==> config.mk <==
export PLATFORM = sky130hd
export DESIGN_NAME = operand_streamer
export DESIGN_NICKNAME = d
export VERILOG_FILES = /design/src/rtl/operand_streamer.sv
export SDC_FILE = /design/constraint.sdc
export NUM_CORES = 1
export LEC_CHECK = 0
export ABC_AREA = 1
export BUFFER_PORTS_ARGS = -buffer_cell sky130_fd_sc_hd__buf_2
export CELL_PAD_IN_SITES_DETAIL_PLACEMENT = 1
export CELL_PAD_IN_SITES_GLOBAL_PLACEMENT = 1
export CORE_MARGIN = 2
export CORE_UTILIZATION = 43
export CTS_BUF_LIST = sky130_fd_sc_hd__clkbuf_2
export CTS_CLUSTER_SIZE = 28
export DETAILED_ROUTE_END_ITERATION = 6
export GPL_TIMING_DRIVEN = 1
export PLACE_DENSITY_LB_ADDON = 0.08
export SYNTH_ARGS = -nofsm -noshare
export SYNTH_HDL_FRONTEND = slang
export SYNTH_SLANG_ARGS = --single-unit
==> constraint.sdc <==
create_clock -name clk -period 4.03 [get_ports clk]
set_input_delay 0.2015 -clock clk [delete_from_list [all_inputs] [get_ports clk]]
set_output_delay 0.2015 -clock clk [all_outputs]
set_load 0.02 [all_outputs]
==> src/rtl/operand_streamer.sv <==
// operand_streamer: unpacks a 512-bit line into (a, b) operand pairs, one pair per cycle.
// Optional macro OPERAND_STREAMER_DBUF_EN adds a second line slot for bubble-free streaming.
//
// state  | meaning
// -------+-----------------------------------------------------------
// IDLE   | slot0 empty, waiting for a line
// STREAM | slot0 holds a line, idx selects the pair on op_a/op_b

module operand_streamer #(
    parameter  int DATA_LEN = 32,
    localparam int PAIRS    = 512 / (2 * DATA_LEN),
    localparam int IDX_W    = (PAIRS > 1) ? $clog2(PAIRS) : 1
) (
    input  logic                clk,
    input  logic                reset,
    input  logic                flush,
    input  logic                line_valid,
    output logic                line_ready,
    input  logic [511:0]        line_data,
    output logic                op_valid,
    input  logic                op_ready,
    output logic [DATA_LEN-1:0] op_a,
    output logic [DATA_LEN-1:0] op_b,
    output logic [IDX_W-1:0]    op_idx,
    output logic                op_last,
    output logic [15:0]         lines_done,
    output logic                busy
);

    typedef enum logic {
        IDLE   = 1'b0,
        STREAM = 1'b1
    } state_t;

    // pair i occupies [i][0] = a, [i][1] = b, matching the host line layout
    typedef logic [PAIRS-1:0][1:0][DATA_LEN-1:0] line_t;

    state_t           state_q, state_d;
    logic [IDX_W-1:0] idx_q, idx_d;
    line_t            slot0_q;
    logic             out_of_reset_q;

    logic line_xfer;
    logic pair_xfer;
    logic last_pair;
    logic ld0_line;
    logic done_inc;
    logic slot1_full;

`ifdef OPERAND_STREAMER_DBUF_EN
    line_t slot1_q;
    logic  slot1_full_q, slot1_full_d;
    logic  ld0_slot1;
    logic  ld1;

    assign slot1_full = slot1_full_q;
    assign line_ready = out_of_reset_q && !slot1_full_q && !flush;
`else
    assign slot1_full = 1'b0;
    assign line_ready = out_of_reset_q && (state_q == IDLE) && !flush;
`endif

    assign op_valid  = (state_q == STREAM);
    assign op_a      = slot0_q[idx_q][0];
    assign op_b      = slot0_q[idx_q][1];
    assign op_idx    = idx_q;
    assign last_pair = (idx_q == IDX_W'(PAIRS - 1));
    assign op_last   = op_valid && last_pair;
    assign busy      = (state_q == STREAM) || slot1_full;

    assign line_xfer = line_valid && line_ready;
    assign pair_xfer = op_valid && op_ready;

    always_comb begin
        state_d      = state_q;
        idx_d        = idx_q;
        ld0_line     = 1'b0;
        done_inc     = 1'b0;
`ifdef OPERAND_STREAMER_DBUF_EN
        ld0_slot1    = 1'b0;
        ld1          = 1'b0;
        slot1_full_d = slot1_full_q;
`endif
        if (flush) begin
            state_d = IDLE;
            idx_d   = '0;
`ifdef OPERAND_STREAMER_DBUF_EN
            slot1_full_d = 1'b0;
`endif
        end else begin
            unique case (state_q)
                IDLE: begin
                    if (line_xfer) begin
                        ld0_line = 1'b1;
                        idx_d    = '0;
                        state_d  = STREAM;
                    end
                end
                STREAM: begin
                    if (pair_xfer && !last_pair) begin
                        idx_d = idx_q + 1'b1;
                    end else if (pair_xfer) begin
                        done_inc = 1'b1;
                        idx_d    = '0;
`ifdef OPERAND_STREAMER_DBUF_EN
                        // refill slot0 from slot1 first, else straight from the bus
                        if (slot1_full_q) begin
                            ld0_slot1    = 1'b1;
                            slot1_full_d = 1'b0;
                        end else if (line_xfer) begin
                            ld0_line = 1'b1;
                        end else begin
                            state_d = IDLE;
                        end
`else
                        state_d = IDLE;
`endif
                    end
`ifdef OPERAND_STREAMER_DBUF_EN
                    if (line_xfer && !(pair_xfer && last_pair)) begin
                        ld1          = 1'b1;
                        slot1_full_d = 1'b1;
                    end
`endif
                end
                default: state_d = IDLE;
            endcase
        end
    end

    always_ff @(posedge clk or negedge reset) begin
        if (!reset) begin
            state_q        <= IDLE;
            idx_q          <= '0;
            slot0_q        <= '0;
            lines_done     <= '0;
            out_of_reset_q <= 1'b0;
`ifdef OPERAND_STREAMER_DBUF_EN
            slot1_q        <= '0;
            slot1_full_q   <= 1'b0;
`endif
        end else begin
            out_of_reset_q <= 1'b1;
            state_q        <= state_d;
            idx_q          <= idx_d;
            if (ld0_line)
                slot0_q <= line_data;
`ifdef OPERAND_STREAMER_DBUF_EN
            else if (ld0_slot1)
                slot0_q <= slot1_q;
            if (ld1)
                slot1_q <= line_data;
            slot1_full_q <= slot1_full_d;
`endif
            if (done_inc)
                lines_done <= lines_done + 16'd1;
        end
    end

endmodule

==> results.md, run 1 <==
- Stopped at: clock tree synthesis (4_1_cts)
- Post-synthesis register bit count: 533
- Detailed Place HPWL: 71580 um
- Ports: 604
- Clock Sinks: 533
- Main combinational cell family by area after synthesis: simple AND/OR/NAND/NOR gates
- Status: stopped before the end
- Placed Cells: 4421
- Starting Density: 43.68%
- Synth unique cells: 28
- Post-synthesis mux area share: 0%
- Synth Warn #: 0
- DIE WIDTH: 246.6 um
- Post-synthesis adder-cell area fraction: 0.1484%
- GPL Wtd Cong: 0.9712
- H-tree depth: 4
- Compound-cell area share of the yosys netlist: 8.348%
- Synth top area share: 52.72%
- Synth area leaders: dfrtp_1 (53%), nand2_1 (19%), nand3_1 (10%)
- Register area share after synthesis: 52.72%
- Clock buffer depth: 3
- Hold-fix buffers, CTS: 936
- Syn Nets: 3806
- Syn Area/Cell: 7.699 um2
- First Err: [ERROR RSZ-0060] Max buffer count reached.
- Port bufs: 603
- FP Rows: 88
- Synthesized cell area: 0.02530 mm2
- Synth Instances: 3286
- CTS root buf: clkbuf_2
- Synth Area in Simple Gates: 33.41%
- Area leader, netlist: dfrtp_1
- Post-synthesis xor/xnor area fraction: 0.2770%
- Resized cells post-CTS: 7
- TritonCTS Buffers: 146
- Setup bufs post-CTS: 0
- Die H: 246.6 um
## synth_stat cells
cell type     n
clkbuf_1    114
nor2_4        1
ha_1          3
nor3_1        2
a21oi_1       1
inv_2         2
nand4_2       1
buf_6         1
nand3_1     523
xnor2_1       3
inv_1        15
nor2_1      274
buf_4         9
buf_1         5
o21ai_0     254
o22ai_1     128
nand2_2       1
buf_2       138
conb_1        1
nand3b_1      2
and3_1        1
nand2_1    1256
dfrtp_1     533
nor2_2        1
o21ai_1       7
clkbuf_2      1
xor2_1        5
nand4_1       4
## stage by stage
stage                     hold WS [ps]  setup slack, ps  util [%]  cell area, um2
after detailed placement         317.9             1238     49.33           28570
after global placement           323.6             1271     49.33           28570
after floorplan                 -94.09             2314         -           25300
## cell families after synthesis
group | after synthesis
DFF | 533
other | 1
AOI/OAI and AO/OA | 390
xor gates and xnor gates | 8
adders and majority gates | 3
buffers and inverters | 285
and+or+nand+nor | 2066
==> run 2: changes to the inputs <==
CELL_PAD_IN_SITES_DETAIL_PLACEMENT = unset   (was 1)
CELL_PAD_IN_SITES_GLOBAL_PLACEMENT = unset   (was 1)
CORE_UTILIZATION = 35   (was 43)
CTS_BUF_LIST = unset   (was sky130_fd_sc_hd__clkbuf_2)
CTS_CLUSTER_SIZE = unset   (was 28)
PLACE_DENSITY_LB_ADDON = 0.15   (was 0.08)
==> run 2 against run 1 <==
Area after synthesis unchanged. Synthesized cell count unchanged. The run now ends clean.
==> results.md, run 2 <==
- Status: complete, no violations (was stopped before the end)
- GPL Wtd Cong: 0.8863 (was 0.9712)
- TritonCTS Buffers: 61 (was 146)
- Clock Sinks: 533 (unchanged)
- Die ar.: 0.07445 mm2
- Clock latency on the worst-skew pair: 620 ps
- FFs w/ async S/R, synth: 100.0% (unchanged)
- Final worst path period need: 3633 ps
- Largest net degree at the start of global routing: 200
- Vias per std cell: 5.121
- Hold depth: 3
- Register area share after synthesis: 52.72% (unchanged)
- Layout cells sized above 1: 17.47%
- Biggest register: slot0_q
- Most common cell after layout, fill and taps aside: nand2_1
- Min-Delay Path Class: in2reg
- H-tree depth: 2 (was 4)
- Crit path max fanout: 58
- Main combinational cell family by area after synthesis: simple AND/OR/NAND/NOR gates (unchanged)
- Filler cells: 6912
- CTS clk-pin slew, worst paths: 60 ps
- Synth Instances: 3286 (unchanged)
- DRC: 0
- DIE WIDTH: 272.9 um (was 246.6 um)
- Synth area leaders: dfrtp_1 (53%), nand2_1 (19%), nand3_1 (10%) (unchanged)
- Ports: 604 (unchanged)
- FP Rows: 98 (was 88)
- Synthesized cell area: 0.02530 mm2 (unchanged)
- Reg-to-reg slack, setup: 1360 ps
- WP data arrival: 3430 ps
- TritonCTS clock tree: built
- DR WL met3: 6674 um
- CP Data Required Time: 3830 ps
- Starting Density: 35.39% (was 43.68%)
- Compound-cell area share of the yosys netlist: 8.348% (unchanged)
- Leak pwr: 18.81 nW
- Setup bufs post-CTS: 0 (unchanged)
- Max-cap violations: 0
- Synth top area share: 52.72% (unchanged)
- Area delta synth->final: 42.87%
- Placed Area: 0.02886 mm2 (was 0.02857 mm2)
- DR top layer: met5
- Post-layout instance area: 0.03615 mm2
- Fin crit share: 90.16%
- Wire per inst: 20.08 um
- Worst setup startpoint: op_idx[0]
- Most frequent cells after synthesis: nand2_1 (1256), dfrtp_1 (533), nand3_1 (523) (unchanged)
- DRT Pass-1 Iters: 6
- Worst slew pin tran: 1107 ps
- Setup TNS: 0 ps
- Core Region: 0.07149 mm2
- Max reg flops: 512
- Worst r2r src: busy
- Hold-fix buffers, CTS: 516 (was 936)
- Via count: 26926
- Post-synthesis adder-cell area fraction: 0.1484% (unchanged)
- Hold Crit Start: line_valid
- Initial antenna violation count: 16
- F_max: 0.2752 GHz
- Post-synthesis xor/xnor area fraction: 0.2770% (unchanged)
- Final wirelength: 105600 um
- Most frequent cell after synthesis: nand2_1 (unchanged)
- CP Capture Type: primary output
- Crit Path Category: reg2out
- Port bufs: 603 (unchanged)
- Resized cells post-CTS: 0 (was 7)
- Number of synthesized flops with an enable pin: 0 (unchanged)
- Grt ovf: 0
- Post-synthesis mux area share: 0% (unchanged)
- Final net count: 4762
- Unrepaired setup endpoints after global routing: no
- Ys flop type: dfrtp_1 (unchanged)
- Final cell count without fillers: 5258
- Highest-count cells in the layout ignoring fill and taps: nand2_1 (1256), buf_2 (601), dfrtp_1 (530)
- Synth unique cells: 28 (unchanged)
- Vias in the first global route: 26117
- Max Clock Skew: 12.58 ps
- Antenna Nets Post-Route: 0
- Sequential Area: 0.01335 mm2
- Hold Violations, Final: 0
- Routed met1 length: 49390 um
- Die H: 272.9 um (was 246.6 um)
- Max-slew violation count: 0
- Tot Pwr: 15.75 mW
- First-pass GRT wire length: 159000 um
- Synth Warn #: 0 (unchanged)
- R2r worst-path depth: 7
- Final setup fails: 0
- Synth Area in Simple Gates: 33.41% (unchanged)
- Syn Nets: 3806 (unchanged)
- Area of the multi-input gates: 0.01069 mm2
- Clock buffer depth: 3 (unchanged)
- Worst Hold End: slot0_q[260]
- Slew HR: 26.23%
- R2r endpoint: slot0_q[226]
- Post-synthesis register bit count: 533 (unchanged)
- Startpoint Class: flop
- Initial drt markers: 2705
- Power density over the cells: 435.9 mW/mm2
- CTS root buf: clkbuf_16 (was clkbuf_2)
- Syn Area/Cell: 7.699 um2 (unchanged)
- Total track usage: 27.50%
- Placed Cells: 4613 (was 4421)
- Area leader, netlist: dfrtp_1 (unchanged)
- Detailed Place HPWL: 66790 um (was 71580 um)
- Wire length on met2: 45580 um
- VDD IR max: 0.3531 mV
run 2: through the flow:
| step | setup WS (ps) | hold slack, ps | util, % |
|---|---|---|---|
| after global placement | 1144 | 339.2 | 40.36 |
| after CTS | 402.8 | 57.98 | 50.51 |
| after global routing | 173.2 | 110.5 | 50.55 |
| after floorplan | 2314 | -94.09 | - |
| after detailed placement | 1087 | 335.5 | 40.36 |
| final | 396.5 | 94.69 | 50.56 |
run 2: metal layers:
| metal | vias up | global-route usage [%] |
|---|---|---|
| met3 | 212 | 3.919 |
| met5 | - | 0 |
| met2 | 1091 | 40.01 |
| met4 | 2 | 10.45 |
| li1 | 12696 | - |
| met1 | 12925 | 41.18 |
run 2: worst max-delay path by stage:
stage / endpoint / slack, ps / depth (start not counted)
3_3_place_gp: op_a[23] / 1140 / 7
3_5_place_dp: op_b[2] / 1090 / 7
4_1_cts: op_b[2] / 400 / 7
5_1_grt: op_b[2] / 170 / 7
2_1_floorplan: op_b[13] / 2310 / 8
6_report: op_b[2] / 400 / 7
run 2: power breakdown:
part / total [mW] / switching (mW) / internal [mW]
logic: 3.02 / 1.79 / 1.23
registers: 6.89 / 0.590 / 6.30
clock network: 5.84 / 2.33 / 3.51
run 2: cells by family after synthesis:
family,Yosys count
compound gates,390
simple gates,2066
other cells,1
xor+xnor,8
buf+inv,285
flops,533
fa+ha+maj,3
run 2: critical path, stage by stage, from the launching register on:
cell     delay [ps]
dfrtp_4         900
buf_4           550
buf_4           410
o21ai_0         140
o22ai_1         300
nand2_1         150
nand2_1         120
buf_2           180
run 2: area by class of cell:
cell class                      instances  area share [%]
Antenna cell                           16          0.1108
Clock buffer                           93           4.978
Clock inverter                         20          0.7927
Inverter                               17          0.2042
Multi-Input combinational cell       2468           29.58
Sequential cell                       533           36.93
Tap cell                              950           3.288
Timing Repair Buffer                 1161           24.12
Power figures use the tool's default switching activity.
==> run 3: changes to the inputs <==
ABC_AREA = unset   (was 1)
==> run 3 against run 2 <==
Combinational power decreased by 12%. Flip-flop and latch count did not move. Largest power group unchanged. Clock skew fell by 1.6 ps. Clock-buffer cell count down 7. First-iteration DRC count shrank 52%. Critical endpoint is now op_b[4].
==> results.md, run 3 <==
- Hold Violations, Final: 0 (unchanged)
- Core Region: 0.06740 mm2 (was 0.07149 mm2)
- Vias in the first global route: 22731 (was 26117)
- Number of synthesized flops with an enable pin: 0 (unchanged)
- Worst slew pin tran: 1012 ps (was 1107 ps)
- Most frequent cell after synthesis: nand2_1 (unchanged)
- Syn Area/Cell: 9.670 um2 (was 7.699 um2)
- Power density over the cells: 430.5 mW/mm2 (was 435.9 mW/mm2)
- Crit path max fanout: 45 (was 58)
- Final worst path period need: 3137 ps (was 3633 ps)
- Final setup fails: 0 (unchanged)
- Initial antenna violation count: 24 (was 16)
- DIE WIDTH: 265.3 um (was 272.9 um)
- Synthesized cell area: 0.02390 mm2 (was 0.02530 mm2)
- Grt ovf: 0 (unchanged)
- Max reg flops: 512 (unchanged)
- Die ar.: 0.07038 mm2 (was 0.07445 mm2)
- Largest net degree at the start of global routing: 204 (was 200)
- TritonCTS Buffers: 60 (was 61)
- Max Clock Skew: 10.94 ps (was 12.58 ps)
- CTS root buf: clkbuf_16 (unchanged)
- Min-Delay Path Class: in2reg (unchanged)
- Clock Sinks: 533 (unchanged)
- Clock buffer depth: 3 (unchanged)
- FP Rows: 95 (was 98)
- H-tree depth: 2 (unchanged)
- Detailed Place HPWL: 52840 um (was 66790 um)
- Max-cap violations: 0 (unchanged)
- F_max: 0.3188 GHz (was 0.2752 GHz)
- Synth top area share: 55.82% (was 52.72%)
- Max-slew violation count: 0 (unchanged)
- Slew HR: 32.53% (was 26.23%)
- Setup TNS: 0 ps (unchanged)
- Biggest register: slot0_q (unchanged)
- Port bufs: 603 (unchanged)
- Setup bufs post-CTS: 0 (unchanged)
- Most common cell after layout, fill and taps aside: nand2_1 (unchanged)
- Area delta synth->final: 45.98% (was 42.87%)
- VDD IR max: 0.4085 mV (was 0.3531 mV)
- Tot Pwr: 15.02 mW (was 15.75 mW)
- Antenna Nets Post-Route: 0 (unchanged)
- DRC: 0 (unchanged)
- CP Data Required Time: 3830 ps (about the same)
- Unrepaired setup endpoints after global routing: no (unchanged)
- Register area share after synthesis: 55.82% (was 52.72%)
- Final wirelength: 80080 um (was 105600 um)
- Total track usage: 22.53% (was 27.50%)
- Initial drt markers: 1310 (was 2705)
- Fin crit share: 77.83% (was 90.16%)
- Area leader, netlist: dfrtp_1 (unchanged)
- GPL Wtd Cong: 0.8400 (was 0.8863)
- Starting Density: 35.46% (was 35.39%)
- Filler cells: 6131 (was 6912)
- Post-synthesis register bit count: 533 (unchanged)
- TritonCTS clock tree: built (unchanged)
- Sequential Area: 0.01335 mm2 (unchanged)
- First-pass GRT wire length: 125300 um (was 159000 um)
- Final net count: 4048 (was 4762)
- Highest-count cells in the layout ignoring fill and taps: nand2_1 (1542), buf_2 (602), dfrtp_1 (530) (was nand2_1 (1256), buf_2 (601), dfrtp_1 (530))
- Synth Warn #: 0 (unchanged)
- CP Capture Type: primary output (unchanged)
- Synth Instances: 2471 (was 3286)
- Leak pwr: 17.86 nW (was 18.81 nW)
- CTS clk-pin slew, worst paths: 60 ps (about the same)
- WP data arrival: 2940 ps (was 3430 ps)
- Clock latency on the worst-skew pair: 610 ps (was 620 ps)
- Layout cells sized above 1: 26.01% (was 17.47%)
- Die H: 265.3 um (was 272.9 um)
- Ports: 604 (unchanged)
- Most frequent cells after synthesis: nand2_1 (1543), dfrtp_1 (533), mux4_2 (128) (was nand2_1 (1256), dfrtp_1 (533), nand3_1 (523))
- Synth unique cells: 25 (was 28)
- Startpoint Class: flop (unchanged)
- Area of the multi-input gates: 0.009784 mm2 (was 0.01069 mm2)
- FFs w/ async S/R, synth: 100.0% (unchanged)
- DRT Pass-1 Iters: 5 (was 6)
- Status: complete, no violations (unchanged)
- Wire per inst: 17.92 um (was 20.08 um)
- Via count: 21124 (was 26926)
- Synth area leaders: dfrtp_1 (56%), nand2_1 (24%), mux4_2 (12%) (was dfrtp_1 (53%), nand2_1 (19%), nand3_1 (10%))
- Syn Nets: 2991 (was 3806)
- Crit Path Category: reg2out (unchanged)
- Vias per std cell: 4.728 (was 5.121)
- Ys flop type: dfrtp_1 (unchanged)
run 3: cell count changes after synthesis, sizes merged, moves of 4 or more:
cell / delta
and3: +4
inv: -17
mux4: +128
mux2: +65
clkbuf: -75
nand2: +286
nand3: -520
xnor2: +9
buf: -40
o21ai: -261
nor2: -272
o22ai: -128
run 3: critical path: stages, from the launching register on:
cell and delay (ps):
dfrtp_4 820, buf_12 440, mux4_2 570, mux2_2 290
buf_2 160
run 3: area by class of cell:
type                       instances  share of cell area [%]
sequential                       533                   38.27
multi-input combinational       1785                   28.05
timing repair buffer            1148                   24.65
clock buffer                      86                   4.989
tap                              873                   3.131
clock inverter                    27                  0.7999
antenna                           16                  0.1148
run 3: where the power goes:
group,switching [mW],internal [mW]
Combinational,1.27,1.39
Clock,2.27,3.32
Sequential,0.521,6.25
run 3: through the flow:
step	area [um2]	setup slack (ps)	util, %	hold WS, ps	instances
2_1_floorplan	23900	2032	-	-94.09	2471
3_3_place_gp	27660	1432	41.04	365.6	3823
3_5_place_dp	27660	1341	41.04	362.1	3823
4_1_cts	34840	767.7	51.70	208.4	4452
5_1_grt	34880	703.9	51.75	258.9	4466
6_report	34880	893.4	51.76	245.2	4468
run 3: what timing repair did:
| item | in CTS | in global routing |
|---|---|---|
| hold buffers | 516 | 0 |
| endpoints found under the hold margin | 610 | 0 |
| resized for setup | 0 | 0 |
run 3: logic make-up (layout without fill, tap and decap cells):
logic type,count (synthesis),in the layout,synth area share (%)
muxes,193,193,15.13
DFF,533,533,55.82
adders and majority gates,3,3,0.1571
buffers and inverters,153,1261,3.278
and+or+nand+nor,1569,1569,24.94
AOI/OAI and AO/OA,4,4,0.1152
xor gates and xnor gates,15,15,0.5498
other,1,17,0.01569
run 3: per-layer routing:
| layer | up-vias | share of wire, % | track usage (%) |
|---|---|---|---|
| met1 | 10308 | 42 | 28.23 |
| met2 | 624 | 49 | 38.11 |
| li1 | 9994 | - | - |
| met4 | 20 | 3.4 | 8.734 |
| met3 | 178 | 5.4 | 4.916 |
| met5 | - | 0.16 | 0 |
run 3: worst paths after layout:
check / depth (start not counted) / endpoint / startpoint / slack [ps]
setup / recovery: 4 / op_b[4] / op_idx[0] / 890
hold / removal: 4 / slot0_q[239] / line_valid / 250
setup reg to reg: 6 / busy / busy / 1020
hold reg to reg: 2 / slot0_q[133] / slot0_q[133] / 470
max in group asynchronous: 3 / slot0_q[39] / reset / 2580
min in group asynchronous: 2 / slot0_q[433] / reset / 280
